$ cat config.mk
export PLATFORM = sky130hd
export DESIGN_NAME = mem_port_arbiter_flat
export DESIGN_NICKNAME = d
export VERILOG_FILES = /design/src/rtl/mem_port_arbiter_if.sv /design/src/rtl/mem_port_arbiter.sv /design/src/flat_wrapper.sv
export SDC_FILE = /design/constraint.sdc
export NUM_CORES = 1
export LEC_CHECK = 0
export ABC_AREA = 1
export BUFFER_PORTS_ARGS = -buffer_cell sky130_fd_sc_hd__buf_2
export CAP_MARGIN = 20
export CORE_ASPECT_RATIO = 0.8
export CORE_MARGIN = 2
export CORE_UTILIZATION = 43
export DETAILED_ROUTE_END_ITERATION = 7
export GPL_ROUTABILITY_DRIVEN = 0
export GPL_TIMING_DRIVEN = 0
export PLACE_DENSITY = 0.77
export SYNTH_ARGS = -nofsm -noshare
export SYNTH_HDL_FRONTEND = slang
export SYNTH_SLANG_ARGS = --single-unit
$ cat constraint.sdc
create_clock -name clock -period 2 [get_ports clock]
set_input_delay 0.2 -clock clock [delete_from_list [all_inputs] [get_ports clock]]
set_output_delay 0.2 -clock clock [all_outputs]
set_load 0.02 [all_outputs]
$ cat src/rtl/mem_port_arbiter_if.sv
// Bus bundle for mem_port_arbiter: fetch request/response, data request/response,
// and the single memory port.
//   slave  : arbiter view (takes requests, drives responses and the memory port)
//   master : environment view (requesters plus memory model)
// Ports follow the arbiter's signal names: if_req_*/if_resp_*, d_req_*/d_resp_*, mem_*.
interface mem_port_arbiter_if #(
   parameter int unsigned AW = 32,
   parameter int unsigned DW = 32
);
   // fetch requester
   logic          if_req_valid;
   logic [AW-1:0] if_req_addr;
   logic          if_req_ready;
   logic          if_resp_valid;
   logic [DW-1:0] if_resp_data;
   logic          if_resp_err;
   // data requester
   logic          d_req_valid;
   logic          d_req_we;
   logic [AW-1:0] d_req_addr;
   logic [DW-1:0] d_req_wdata;
   logic          d_req_ready;
   logic          d_resp_valid;
   logic [DW-1:0] d_resp_data;
   logic          d_resp_err;
   // memory port
   logic          mem_en;
   logic          mem_we;
   logic [AW-1:0] mem_addr;
   logic [DW-1:0] mem_wdata;
   logic [DW-1:0] mem_rdata;
   logic          mem_ack;

   modport slave (
      input  if_req_valid, if_req_addr,
      output if_req_ready, if_resp_valid, if_resp_data, if_resp_err,
      input  d_req_valid, d_req_we, d_req_addr, d_req_wdata,
      output d_req_ready, d_resp_valid, d_resp_data, d_resp_err,
      output mem_en, mem_we, mem_addr, mem_wdata,
      input  mem_rdata, mem_ack
   );

   modport master (
      output if_req_valid, if_req_addr,
      input  if_req_ready, if_resp_valid, if_resp_data, if_resp_err,
      output d_req_valid, d_req_we, d_req_addr, d_req_wdata,
      input  d_req_ready, d_resp_valid, d_resp_data, d_resp_err,
      input  mem_en, mem_we, mem_addr, mem_wdata,
      output mem_rdata, mem_ack
   );
endinterface

$ cat src/rtl/mem_port_arbiter.sv
// mem_port_arbiter: shares one single-ported memory between instruction fetch (IF)
// and the MEM-stage data requester. One access at a time: accept in IDLE, hold the
// memory port in BUSY until mem_ack or timeout, pulse a one-cycle response in RESP.
// Ports:
//   clock, reset  single clock, synchronous active-high reset
//   bus           mem_port_arbiter_if.slave (requests, responses, memory port)
// Parameters: AW address width, DW data width, TIMEOUT max mem_en cycles without ack.
// Optional build macro ARB_ROUND_ROBIN_EN: on contention, grant alternates away from
// the last winner; otherwise data always beats fetch.
module mem_port_arbiter #(
   parameter int unsigned AW      = 32,
   parameter int unsigned DW      = 32,
   parameter int unsigned TIMEOUT = 15
) (
   input  logic                clock,
   input  logic                reset,
   mem_port_arbiter_if.slave   bus
);

   localparam int unsigned CW  = 8;
   localparam logic [CW-1:0] TMO = CW'(TIMEOUT);

   typedef enum logic [1:0] {
      IDLE = 2'd0,
      BUSY = 2'd1,
      RESP = 2'd2
   } state_t;

   state_t        state;
   logic [CW-1:0] cnt;
   logic          owner_d;     // 1 = data requester owns the access in flight
   logic          mem_en;
   logic          mem_we;
   logic [AW-1:0] mem_addr;
   logic [DW-1:0] mem_wdata;
   logic          if_resp_valid;
   logic [DW-1:0] if_resp_data;
   logic          if_resp_err;
   logic          d_resp_valid;
   logic [DW-1:0] d_resp_data;
   logic          d_resp_err;

   logic          d_ready_c;
   logic          if_ready_c;
   logic          grant_d_c;
   logic          grant_if_c;
   logic [CW-1:0] cnt_inc_c;
   logic          done_c;
   logic [DW-1:0] rdata_c;

`ifdef ARB_ROUND_ROBIN_EN
   logic          last_grant_d;   // 1 = data won the previous acceptance

   // On contention the requester that did not win last time is preferred.
   always_comb begin
      d_ready_c  = (state == IDLE) && !(bus.if_req_valid && last_grant_d);
      if_ready_c = (state == IDLE) && !(bus.d_req_valid && !last_grant_d);
   end
`else
   // Data beats fetch: the MEM-stage instruction is older.
   always_comb begin
      d_ready_c  = (state == IDLE);
      if_ready_c = (state == IDLE) && !bus.d_req_valid;
   end
`endif

   // Acceptance strobes and BUSY completion terms.
   always_comb begin
      grant_d_c  = bus.d_req_valid && d_ready_c;
      grant_if_c = bus.if_req_valid && if_ready_c;
      cnt_inc_c  = (cnt == TMO) ? cnt : cnt + CW'(1);
      // An ack on the limit cycle still completes cleanly.
      done_c     = bus.mem_ack || (cnt_inc_c == TMO);
      rdata_c    = (bus.mem_ack && !mem_we) ? bus.mem_rdata : '0;
   end

   // Control FSM with registered memory-port and response outputs.
   always_ff @(posedge clock) begin
      if (reset) begin
         state         <= IDLE;
         cnt           <= '0;
         owner_d       <= 1'b0;
         mem_en        <= 1'b0;
         mem_we        <= 1'b0;
         mem_addr      <= '0;
         mem_wdata     <= '0;
         if_resp_valid <= 1'b0;
         if_resp_data  <= '0;
         if_resp_err   <= 1'b0;
         d_resp_valid  <= 1'b0;
         d_resp_data   <= '0;
         d_resp_err    <= 1'b0;
`ifdef ARB_ROUND_ROBIN_EN
         last_grant_d  <= 1'b0;
`endif
      end else begin
         // Response valids are single-cycle pulses.
         if_resp_valid <= 1'b0;
         d_resp_valid  <= 1'b0;
         case (state)
            IDLE: begin
               if (grant_d_c || grant_if_c) begin
                  state     <= BUSY;
                  cnt       <= '0;
                  owner_d   <= grant_d_c;
                  mem_en    <= 1'b1;
                  mem_we    <= grant_d_c && bus.d_req_we;
                  mem_addr  <= grant_d_c ? bus.d_req_addr : bus.if_req_addr;
                  mem_wdata <= grant_d_c ? bus.d_req_wdata : '0;
`ifdef ARB_ROUND_ROBIN_EN
                  last_grant_d <= grant_d_c;
`endif
               end
            end
            BUSY: begin
               if (!bus.mem_ack) begin
                  cnt <= cnt_inc_c;
               end
               if (done_c) begin
                  state  <= RESP;
                  mem_en <= 1'b0;
                  mem_we <= 1'b0;
                  if (owner_d) begin
                     d_resp_valid <= 1'b1;
                     d_resp_data  <= rdata_c;
                     d_resp_err   <= !bus.mem_ack;
                  end else begin
                     if_resp_valid <= 1'b1;
                     if_resp_data  <= rdata_c;
                     if_resp_err   <= !bus.mem_ack;
                  end
               end
            end
            RESP: begin
               state <= IDLE;
            end
            default: begin
               state <= IDLE;
            end
         endcase
      end
   end

   assign bus.d_req_ready   = d_ready_c;
   assign bus.if_req_ready  = if_ready_c;
   assign bus.mem_en        = mem_en;
   assign bus.mem_we        = mem_we;
   assign bus.mem_addr      = mem_addr;
   assign bus.mem_wdata     = mem_wdata;
   assign bus.if_resp_valid = if_resp_valid;
   assign bus.if_resp_data  = if_resp_data;
   assign bus.if_resp_err   = if_resp_err;
   assign bus.d_resp_valid  = d_resp_valid;
   assign bus.d_resp_data   = d_resp_data;
   assign bus.d_resp_err    = d_resp_err;

endmodule

$ cat src/flat_wrapper.sv
// flat-port wrapper written by rule: the top's interface ports become plain ports
module mem_port_arbiter_flat 
#(
   parameter int unsigned AW      = 32,
   parameter int unsigned DW      = 32,
   parameter int unsigned TIMEOUT = 15
)
  (clock, reset, bus_if_req_valid, bus_if_req_addr, bus_if_req_ready, bus_if_resp_valid, bus_if_resp_data, bus_if_resp_err, bus_d_req_valid, bus_d_req_we, bus_d_req_addr, bus_d_req_wdata, bus_d_req_ready, bus_d_resp_valid, bus_d_resp_data, bus_d_resp_err, bus_mem_en, bus_mem_we, bus_mem_addr, bus_mem_wdata, bus_mem_rdata, bus_mem_ack);
  mem_port_arbiter_if #(.AW(AW), .DW(DW)) bus_i ();
  input  logic clock;
  input  logic reset;
  input wire logic [$bits(bus_i.if_req_valid)-1:0] bus_if_req_valid;
  input wire logic [$bits(bus_i.if_req_addr)-1:0] bus_if_req_addr;
  output wire logic [$bits(bus_i.if_req_ready)-1:0] bus_if_req_ready;
  output wire logic [$bits(bus_i.if_resp_valid)-1:0] bus_if_resp_valid;
  output wire logic [$bits(bus_i.if_resp_data)-1:0] bus_if_resp_data;
  output wire logic [$bits(bus_i.if_resp_err)-1:0] bus_if_resp_err;
  input wire logic [$bits(bus_i.d_req_valid)-1:0] bus_d_req_valid;
  input wire logic [$bits(bus_i.d_req_we)-1:0] bus_d_req_we;
  input wire logic [$bits(bus_i.d_req_addr)-1:0] bus_d_req_addr;
  input wire logic [$bits(bus_i.d_req_wdata)-1:0] bus_d_req_wdata;
  output wire logic [$bits(bus_i.d_req_ready)-1:0] bus_d_req_ready;
  output wire logic [$bits(bus_i.d_resp_valid)-1:0] bus_d_resp_valid;
  output wire logic [$bits(bus_i.d_resp_data)-1:0] bus_d_resp_data;
  output wire logic [$bits(bus_i.d_resp_err)-1:0] bus_d_resp_err;
  output wire logic [$bits(bus_i.mem_en)-1:0] bus_mem_en;
  output wire logic [$bits(bus_i.mem_we)-1:0] bus_mem_we;
  output wire logic [$bits(bus_i.mem_addr)-1:0] bus_mem_addr;
  output wire logic [$bits(bus_i.mem_wdata)-1:0] bus_mem_wdata;
  input wire logic [$bits(bus_i.mem_rdata)-1:0] bus_mem_rdata;
  input wire logic [$bits(bus_i.mem_ack)-1:0] bus_mem_ack;
  assign bus_i.if_req_valid = bus_if_req_valid;
  assign bus_i.if_req_addr = bus_if_req_addr;
  assign bus_if_req_ready = bus_i.if_req_ready;
  assign bus_if_resp_valid = bus_i.if_resp_valid;
  assign bus_if_resp_data = bus_i.if_resp_data;
  assign bus_if_resp_err = bus_i.if_resp_err;
  assign bus_i.d_req_valid = bus_d_req_valid;
  assign bus_i.d_req_we = bus_d_req_we;
  assign bus_i.d_req_addr = bus_d_req_addr;
  assign bus_i.d_req_wdata = bus_d_req_wdata;
  assign bus_d_req_ready = bus_i.d_req_ready;
  assign bus_d_resp_valid = bus_i.d_resp_valid;
  assign bus_d_resp_data = bus_i.d_resp_data;
  assign bus_d_resp_err = bus_i.d_resp_err;
  assign bus_mem_en = bus_i.mem_en;
  assign bus_mem_we = bus_i.mem_we;
  assign bus_mem_addr = bus_i.mem_addr;
  assign bus_mem_wdata = bus_i.mem_wdata;
  assign bus_i.mem_rdata = bus_mem_rdata;
  assign bus_i.mem_ack = bus_mem_ack;
  mem_port_arbiter #(.AW(AW), .DW(DW), .TIMEOUT(TIMEOUT)) u_core (.clock(clock), .reset(reset), .bus(bus_i));
endmodule
==> out/summary.txt, run 1 <==
P&R area growth vs syn - 38.6%
Commonest cells post-synth - 233 x nand2_1, 145 x dfxtp_1, 110 x a21oi_1
Die ar. - 0.0152 mm2
Net Count, Synth - 1005
pin count of the biggest net entering global routing - 17
Seq cells post-synth - 145
n_diodes - 0
Remaining Overflow, GRT - 0
wire per inst - 14.5 um
first-pass GRT wire length - 30.1 mm
Max Clk Rate - 496 MHz
Hold Fails Final Rpt - 0
number of global-route vias before repair - 5963
Setup crit end kind - flip-flop
P_leak - 4.15 nW
Root Buffer - clkbuf_16
post-route ant nets - 0
max cap viols - 0
clock sink count - 145
status - complete, but fails checks
final setup vio count - 3
HP Class - primary input to flip-flop
Layout Nets - 1298
CTS tree - done
IO Pins - 270
RSZ-0062 raised after global routing - true
Pre-Repair DR Iteration Count - 6
Buffers on Ports - 269
DPL Wire Length - 14.6 mm
post-synth top area share - 0.474
total CTS buffers - 17
Worst-path clk slew - 70 ps
ys async rst share - 0
setup TNS - -33.0 ps
vias per inst - 5.06
non-filler instance count after layout - 1356
Clk Latency, worst-skew pair - 420 ps
P per Cell Area - 926 mW/mm2
Post-Syn Instances - 870
starting DRC count in detailed routing - 462
Worst slew margin - 0.576
PnR worst setup slack - -15.3 ps
top cells by area, synth - dfxtp_1 47%, nand2_1 14%, a21oi_1 9.0%
Slew Limit Fails - 0
most used flip-flop cell after synthesis - dfxtp_1
Worst Path Required - 2350 ps
layout cells sized above 1 - 0.327
vias - 6864
Routed Wire Length - 19.6 mm
Worst Skew - 10.5 ps
drt drc - 0
Worst EP arrival - 2360 ps
fin crit period - 2020 ps
CP Max Fanout - 10
antenna violations before repair - 0
Syn. warnings - 0
worst-margin pin slew - 633 ps
maximum VDD drop - 0.643 mV
Netlist cell types - 26
Placed Cells incl. Taps - 1319
Crit Path Class - flip-flop to flip-flop
Tcrit/Tclk final - 1.01
most common cell in the netlist - nand2_1
synthesized area - 0.00613 mm2
Initial Util - 0.446
Post-synth EDFFs - 0
Site Rows - 38
die width - 137 um
gr usage total - 0.248
CTS Hold Bufs - 0
Clock Path Buffers - 2
floorplan die height - 111 um
Seq/Total Area, Yosys - 0.474
H-tree depth - 4
area leader, netlist - dfxtp_1
Core Area - 0.0137 mm2
violated checks - setup timing
Mapped Avg Cell Area - 7.04 um2
critical path startpoint category - flip-flop
## cells by family after synthesis
logic type / Yosys count / synth area share
DFF: 145 / 0.474
xor gates and xnor gates: 2 / 0.00286
and+or+nand+nor: 398 / 0.271
buffers and inverters: 145 / 0.0966
adders and majority gates: 1 / 0.00204
AOI/OAI and AO/OA: 179 / 0.153
## cell usage in the layout, fill, tap and decap left out, drive strengths merged, types with 2 or more instances in the layout
cell      count
buf         293
nand2       235
dfxtp       145
a21oi       110
nor2         88
inv          86
clkbuf       62
nand3        40
o21ai        36
nand4        34
o22ai        32
clkinv        5
clkinvlp      2
bufinv        2
## worst paths after layout
check	slack, ps	cells after the start	end	from
max	-20	13	u_core.bus.if_resp_data[26]	u_core.cnt[0]
min	20	3	u_core.bus.mem_wdata[18]	bus_d_req_wdata[18]
max reg2reg	-20	13	u_core.bus.if_resp_data[26]	u_core.cnt[0]
min reg2reg	460	2	u_core.bus.mem_en	u_core.bus.mem_en
## critical path: stages, from the launching register on
cell,delay [ps]
dfxtp_4,380
ha_4,160
nand3_4,120
inv_2,100
nand3_4,90
o21ai_2,90
nand2_1,90
nor2_2,160
nand2_4,100
nand2_4,140
buf_8,150
buf_6,150
a21oi_1,80
nor2_1,120
## final cells by class
class / instances / area, um2
well taps: 180 / 225
inverters: 80 / 300
clock inverters: 15 / 175
repair buffers: 273 / 1380
fillers: 1297 / 5250
clock buffers: 17 / 425
multi-input cells: 581 / 2730
flip-flops and latches: 145 / 2910
plain buffers: 65 / 345
## layer usage
layer	global-route usage	part of all wire	vias up
li1	-	-	3417
met1	0.356	0.46	3146
met2	0.379	0.44	278
met3	0.0489	0.080	23
met4	0.0598	0.013	0
met5	0	0	-
## power by group
| part | switching [mW] | internal (mW) |
|---|---|---|
| registers | 0.0972 | 3.08 |
| clock network | 1.38 | 1.89 |
| logic | 0.938 | 0.480 |
## state kept, by name, summed over array words and instances, names as in the netlist
signal / cells
u_core.bus.mem_wdata: 32
u_core.bus.d_resp_valid: 1
u_core.bus.d_resp_err: 1
u_core.bus.if_resp_data: 32
u_core.bus.if_resp_err: 1
u_core.owner_d: 1
u_core.state: 2
u_core.bus.d_resp_data: 32
u_core.bus.mem_we: 1
u_core.bus.if_resp_valid: 1
u_core.cnt: 8
u_core.bus.mem_en: 1
u_core.bus.mem_addr: 32
## per-stage QoR
stage	power (mW)	utilization	setup WS (ps)	hold slack, ps	instance area [um2]
floorplan	4.08	-	140	345	6130
global placement	4.60	0.560	-344	447	7700
detailed placement	4.62	0.560	-395	452	7700
CTS	7.87	0.611	-11.6	11.2	8400
global route	8.19	0.618	-144	18.5	8490
finish	7.86	0.618	-15.3	22.0	8490
## what timing repair did
action	4_1_cts	5_1_grt
buffers inserted	0	4
pin swaps	2	1
gates cloned	1	0
setup endpoints to repair	142	110
resized for setup	30	31
(Power assumes the default switching activity.)
==> run 2, diff against run 1 <==
--- a/config.mk
+++ b/config.mk
@@ -10,11 +10,11 @@
 export CAP_MARGIN = 20
 export CORE_ASPECT_RATIO = 0.8
 export CORE_MARGIN = 2
-export CORE_UTILIZATION = 43
+export CORE_UTILIZATION = 40
 export DETAILED_ROUTE_END_ITERATION = 7
 export GPL_ROUTABILITY_DRIVEN = 0
 export GPL_TIMING_DRIVEN = 0
-export PLACE_DENSITY = 0.77
+export PLACE_DENSITY = 0.72
 export SYNTH_ARGS = -nofsm -noshare
 export SYNTH_HDL_FRONTEND = slang
 export SYNTH_SLANG_ARGS = --single-unit
==> run 2 against run 1 <==
Compared with the run above: the flow still finishes with violations (setup timing); non-clock buffer count grew 14; fmax shrank 2.5%; combinational power grew 8%; worst setup slack lost 52 ps; final cell count grew 1.6%; worst hold slack lost 1.8 ps; critical endpoint is now u_core.bus.d_resp_data[23]; highest routed layer unchanged.
==> out/summary.txt, run 2 (synthesized netlist as in run 1, its figures left out) <==
starting DRC count in detailed routing - 362
Pre-Repair DR Iteration Count - 5
Buffers on Ports - 269
sequential power share - 0.408
max cap viols - 0
total CTS buffers - 17
PnR worst setup slack - -67.3 ps
fin crit period - 2070 ps
Site Rows - 40
Worst-path clk slew - 60 ps
P per Cell Area - 872 mW/mm2
gr usage total - 0.239
Tcrit/Tclk final - 1.03
drt drc - 0
vias - 6820
worst-margin pin slew - 781 ps
Slowest cell on crit path - dfxtp_4
delay of the slowest cell on the worst path - 380 ps
CTS Hold Bufs - 0
P_leak - 4.31 nW
vias per inst - 4.95
crit-path cells - ha_4, nand3_4, inv_2, nand3_4, o21ai_2, nand2_1, nor2_2, nand2_4, nand2_4, nand3_4, buf_6, nand2_1, inv_2, nor2_1
Fillers - 1385
Worst Skew - 9.02 ps
first-pass GRT wire length - 30.5 mm
pre-CTS WS - -453 ps
setup TNS - -2270 ps
Setup crit end kind - flip-flop
final setup vio count - 63
Max Clk Rate - 484 MHz
commonest non-fill, non-tap cell in the layout - buf_2
Core Area - 0.0150 mm2
IO Pins - 270
layout cells sized above 1 - 0.368
pin count of the biggest net entering global routing - 17
P&R area growth vs syn - 46.2%
status - complete, but fails checks
Worst slew margin - 0.477
CP Max Fanout - 10
Final Hold Slack - 20.2 ps
Die ar. - 0.0163 mm2
Remaining Overflow, GRT - 0
Core Util, Final - 0.596
Psw - 2.36 mW
most used cell along the critical path - nand3_4
H-tree depth - 4
wire per inst - 14.7 um
HP Class - primary input to flip-flop
die width - 142 um
Clk Latency, worst-skew pair - 420 ps
CTS tree - done
Slew Limit Fails - 0
combinational share of power - 0.196
n_diodes - 0
Worst EP arrival - 2430 ps
maximum VDD drop - 0.560 mV
internal power - 5.45 mW
violated checks - setup timing
Routed Wire Length - 20.3 mm
Hold Fails Final Rpt - 0
Worst Path Required - 2360 ps
switching share of power - 0.302
Clock Path Buffers - 2
antenna violations before repair - 0
floorplan die height - 115 um
post-route ant nets - 0
Initial Util - 0.408
Root Buffer - clkbuf_16
Layout Nets - 1312
number of global-route vias before repair - 5951
clock share of power - 0.396
Crit Path Class - flip-flop to flip-flop
most frequent cells in the layout - 272 x buf_2, 221 x nand2_1, 141 x dfxtp_1
RSZ-0062 raised after global routing - true
DPL Wire Length - 14.7 mm
critical path startpoint category - flip-flop
clock sink count - 145
[run 2: path summary, 6_finish.rpt]
check / slack, ps / cells after the start / start / to
max: -70 / 14 / u_core.cnt[0] / u_core.bus.d_resp_data[23]
min: 20 / 3 / bus_d_req_wdata[17] / u_core.bus.mem_wdata[17]
max reg2reg: -70 / 14 / u_core.cnt[0] / u_core.bus.d_resp_data[23]
min reg2reg: 440 / 2 / u_core.bus.d_resp_err / u_core.bus.d_resp_err
[run 2: worst max-delay path: cells and delay by family, from the launching register on]
family / cells / cell delay, ps
AO/OA/AOI/OAI: 1 / 100
adder cells (fa/ha/maj): 1 / 170
buffers and inverters: 3 / 320
flip-flops: 1 / 380
AND/OR/NAND/NOR: 9 / 1020
[run 2: cell type report]
type | count | area (um2) | area share
clock buffer | 18 | 429 | 0.0479
buffer | 64 | 380 | 0.0425
clock inverter | 13 | 140 | 0.0156
timing repair buffer | 288 | 1580 | 0.176
inverter | 80 | 300 | 0.0335
tap | 189 | 236 | 0.0264
sequential | 145 | 2910 | 0.325
multi-input combinational | 581 | 2980 | 0.333
[run 2: power groups by stage]
stage	Sequential, mW	Combinational [mW]	Clock, mW
finish	3.18	1.53	3.09
global route	3.20	1.67	3.26
CTS	3.17	1.41	3.13
detailed placement	3.23	1.39	0
global placement	3.23	1.38	0
floorplan	3.46	0.616	0
[run 2: metal layers]
layer | part of all wire | vias to the layer above | global-route usage
li1 | - | 3456 | -
met1 | 0.46 | 3087 | 0.336
met2 | 0.45 | 262 | 0.368
met3 | 0.078 | 15 | 0.0652
met4 | 0.011 | 0 | 0.0535
met5 | 0 | - | 0
[run 2: per-stage QoR]
step           instance area (um2)  total power, mW  cells
2_1_floorplan                 6130             4.08    870
3_3_place_gp                  7710             4.61   1328
3_5_place_dp                  7710             4.62   1328
4_1_cts                       8490             7.72   1369
5_1_grt                       8950             8.13   1378
6_report                      8950             7.81   1378
[run 2: timing repair]
action                                  CTS  global route
endpoints found under the setup margin  143           117
buffers inserted                         10             7
cloned                                    1             3
gates resized for setup                  37            96
pin swaps                                 5            16
==> run 3, diff against run 2 <==
--- a/config.mk
+++ b/config.mk
@@ -8,13 +8,15 @@
 export ABC_AREA = 1
 export BUFFER_PORTS_ARGS = -buffer_cell sky130_fd_sc_hd__buf_2
 export CAP_MARGIN = 20
+export CELL_PAD_IN_SITES_DETAIL_PLACEMENT = 2
+export CELL_PAD_IN_SITES_GLOBAL_PLACEMENT = 2
 export CORE_ASPECT_RATIO = 0.8
 export CORE_MARGIN = 2
-export CORE_UTILIZATION = 40
+export CORE_UTILIZATION = 22
 export DETAILED_ROUTE_END_ITERATION = 7
 export GPL_ROUTABILITY_DRIVEN = 0
 export GPL_TIMING_DRIVEN = 0
-export PLACE_DENSITY = 0.72
+export PLACE_DENSITY_LB_ADDON = 0.1
 export SYNTH_ARGS = -nofsm -noshare
 export SYNTH_HDL_FRONTEND = slang
 export SYNTH_SLANG_ARGS = --single-unit
==> run 3 against run 2 <==
Compared with the run above: the flow still finishes with violations (setup timing); critical endpoint is now u_core.bus.d_resp_data[13]; core utilization is 26 points lower; clock skew up 1.3 ps; final cell count grew 13%; register-to-register slack got worse by 80 ps.
==> out/summary.txt, run 3 (synthesized netlist as in run 1, its figures left out) <==
Root Buffer - clkbuf_16
drt drc - 0
switching share of power - 0.323
PnR worst setup slack - -147 ps
DPL Wire Length - 20.2 mm
P&R area growth vs syn - 51.1%
Core Util, Final - 0.339
Hold Crit Depth - 3
Fillers - 3288
Psw - 2.51 mW
most frequent cells in the layout - 275 x buf_2, 198 x nand2_1, 139 x dfxtp_1
critical path startpoint category - flip-flop
M1 WL - 13.1 mm
P per Cell Area - 839 mW/mm2
Final Hold Slack - 18.4 ps
worst r2r path cells - 14
maximum VDD drop - 0.572 mV
Slew Limit Fails - 0
Top Metal Used - met4
layout cells sized above 1 - 0.388
Worst Path Required - 2330 ps
pre-CTS WS - -575 ps
floorplan die height - 153 um
violated checks - setup timing
RSZ-0062 raised after global routing - true
Buffers on Ports - 269
P_leak - 4.30 nW
Routed Wire Length - 27.2 mm
Final Instance Area - 0.00926 mm2
clock sink count - 145
CP Max Fanout - 7
Worst Skew - 10.3 ps
die width - 191 um
Hold Fails Final Rpt - 0
H-tree depth - 4
pin count of the biggest net entering global routing - 17
starting DRC count in detailed routing - 222
Worst slew margin - 0.475
number of global-route vias before repair - 7392
status - complete, but fails checks
Die ar. - 0.0292 mm2
commonest non-fill, non-tap cell in the layout - buf_2
CTS tree - done
gr usage total - 0.184
post-route ant nets - 0
flip-flop and latch area - 0.00292 mm2
Pre-Repair DR Iteration Count - 4
crit-path cells - ha_4, nand3_4, nor2_4, nor2_1, nor2_2, nand2_2, nor2_4, nand2_4, buf_12, nand2_8, clkbuf_16, nand4_1, nand2_1, nor2_2
Slowest cell on crit path - dfxtp_4
DP Area - 0.00793 mm2
Site Rows - 54
HP Start - bus_d_req_wdata[20]
Clock Path Buffers - 2
Initial Util - 0.224
Remaining Overflow, GRT - 0
sequential power share - 0.410
vias per inst - 4.46
buffers plus inverters on the worst setup path - 2
worst-margin pin slew - 784 ps
first-pass GRT wire length - 41.6 mm
Clk Latency, worst-skew pair - 430 ps
HP Class - primary input to flip-flop
wire per inst - 17.5 um
combinational share of power - 0.202
Crit Reg-Reg Endpoint - u_core.bus.d_resp_data[13]
Setup crit end kind - flip-flop
delay of the slowest cell on the worst path - 380 ps
Max Clk Rate - 466 MHz
Crit Path Class - flip-flop to flip-flop
Layout Nets - 1314
Register-to-Register Setup Slack - -150 ps
fin crit period - 2150 ps
Reg-to-Reg Start - u_core.cnt[1]
internal power - 5.26 mW
Tcrit/Tclk final - 1.07
Worst-path clk slew - 70 ps
hold endpoint - u_core.bus.mem_wdata[20]
delay-heaviest family, CP - simple AND/OR/NAND/NOR gates
max cap viols - 0
vias - 6948
total CTS buffers - 17
metal3 WL - 855 um
Core Area - 0.0273 mm2
met2 WL - 13.0 mm
IO Pins - 270
clock share of power - 0.388
final setup vio count - 65
antenna violations before repair - 1
multi-input logic area - 0.00304 mm2
Worst EP arrival - 2480 ps
==> run 3: cell types whose count changed in the layout (fill, tap and decap cells not counted), sizes merged <==
cell	before	now
dlygate4sd3	0	4
nand3	40	41
clkinv	8	9
buf	303	301
bufinv	2	0
diode	0	1
clkinvlp	4	5
==> run 3: worst max path at each step <==
stage                                            end  depth (start not counted)            start
after floorplan              u_core.bus.mem_addr[10]                          6  u_core.state[1]
after global routing      u_core.bus.d_resp_data[28]                         14    u_core.cnt[1]
after global placement                 u_core.cnt[7]                          7  bus_d_req_valid
after CTS                 u_core.bus.d_resp_data[28]                         14    u_core.cnt[0]
final                     u_core.bus.d_resp_data[13]                         14    u_core.cnt[1]
after detailed placement               u_core.cnt[0]                          7  bus_d_req_valid
==> run 3: per-layer routing <==
layer | track usage | vias up
met3 | 0.0370 | 14
met1 | 0.245 | 3362
met2 | 0.305 | 122
met5 | 0 | -
li1 | - | 3450
met4 | 0.0454 | 0
==> run 3: power by group through the flow <==
stage / logic [mW] / clock network (mW) / registers [mW]
after detailed placement: 1.47 / 0 / 3.24
after global routing: 1.74 / 3.24 / 3.21
after global placement: 1.45 / 0 / 3.24
final: 1.57 / 3.01 / 3.18
after floorplan: 0.616 / 0 / 3.46
after CTS: 1.52 / 3.12 / 3.18
==> run 3: final cells by class <==
| cell class | count | area share |
|---|---|---|
| plain buffers | 64 | 0.0413 |
| inverters | 80 | 0.0324 |
| repair buffers | 289 | 0.175 |
| well taps | 364 | 0.0492 |
| diodes | 1 | 0.000270 |
| clock buffers | 19 | 0.0489 |
| clock inverters | 13 | 0.00959 |
| flip-flops and latches | 145 | 0.315 |
| multi-input cells | 582 | 0.329 |
==> run 3: timing repair <==
item	in CTS	in global routing
buffers inserted	6	4
endpoints found under the hold margin	4	0
endpoints found under the setup margin	144	112
hold buffers	4	0
gates cloned	3	5
pin swaps	6	35
gates resized for setup	64	103
==> run 3: per-stage QoR <==
stage	total power, mW	instances	setup TNS (ps)
floorplan	4.08	870	0
global placement	4.69	1503	-47050
CTS	7.83	1548	-1960
detailed placement	4.71	1503	-49590
finish	7.77	1557	-5760
global route	8.19	1557	-16500
==> run 3: worst register-to-register path, cell delays in order (launching register included) <==
cell	delay, ps
dfxtp_4	380
ha_4	160
nand3_4	150
nor2_4	140
nor2_1	60
nor2_2	170
nand2_2	100
nor2_4	130
nand2_4	90
buf_12	150
nand2_8	130
clkbuf_16	170
nand4_1	70
nand2_1	110
nor2_2	50
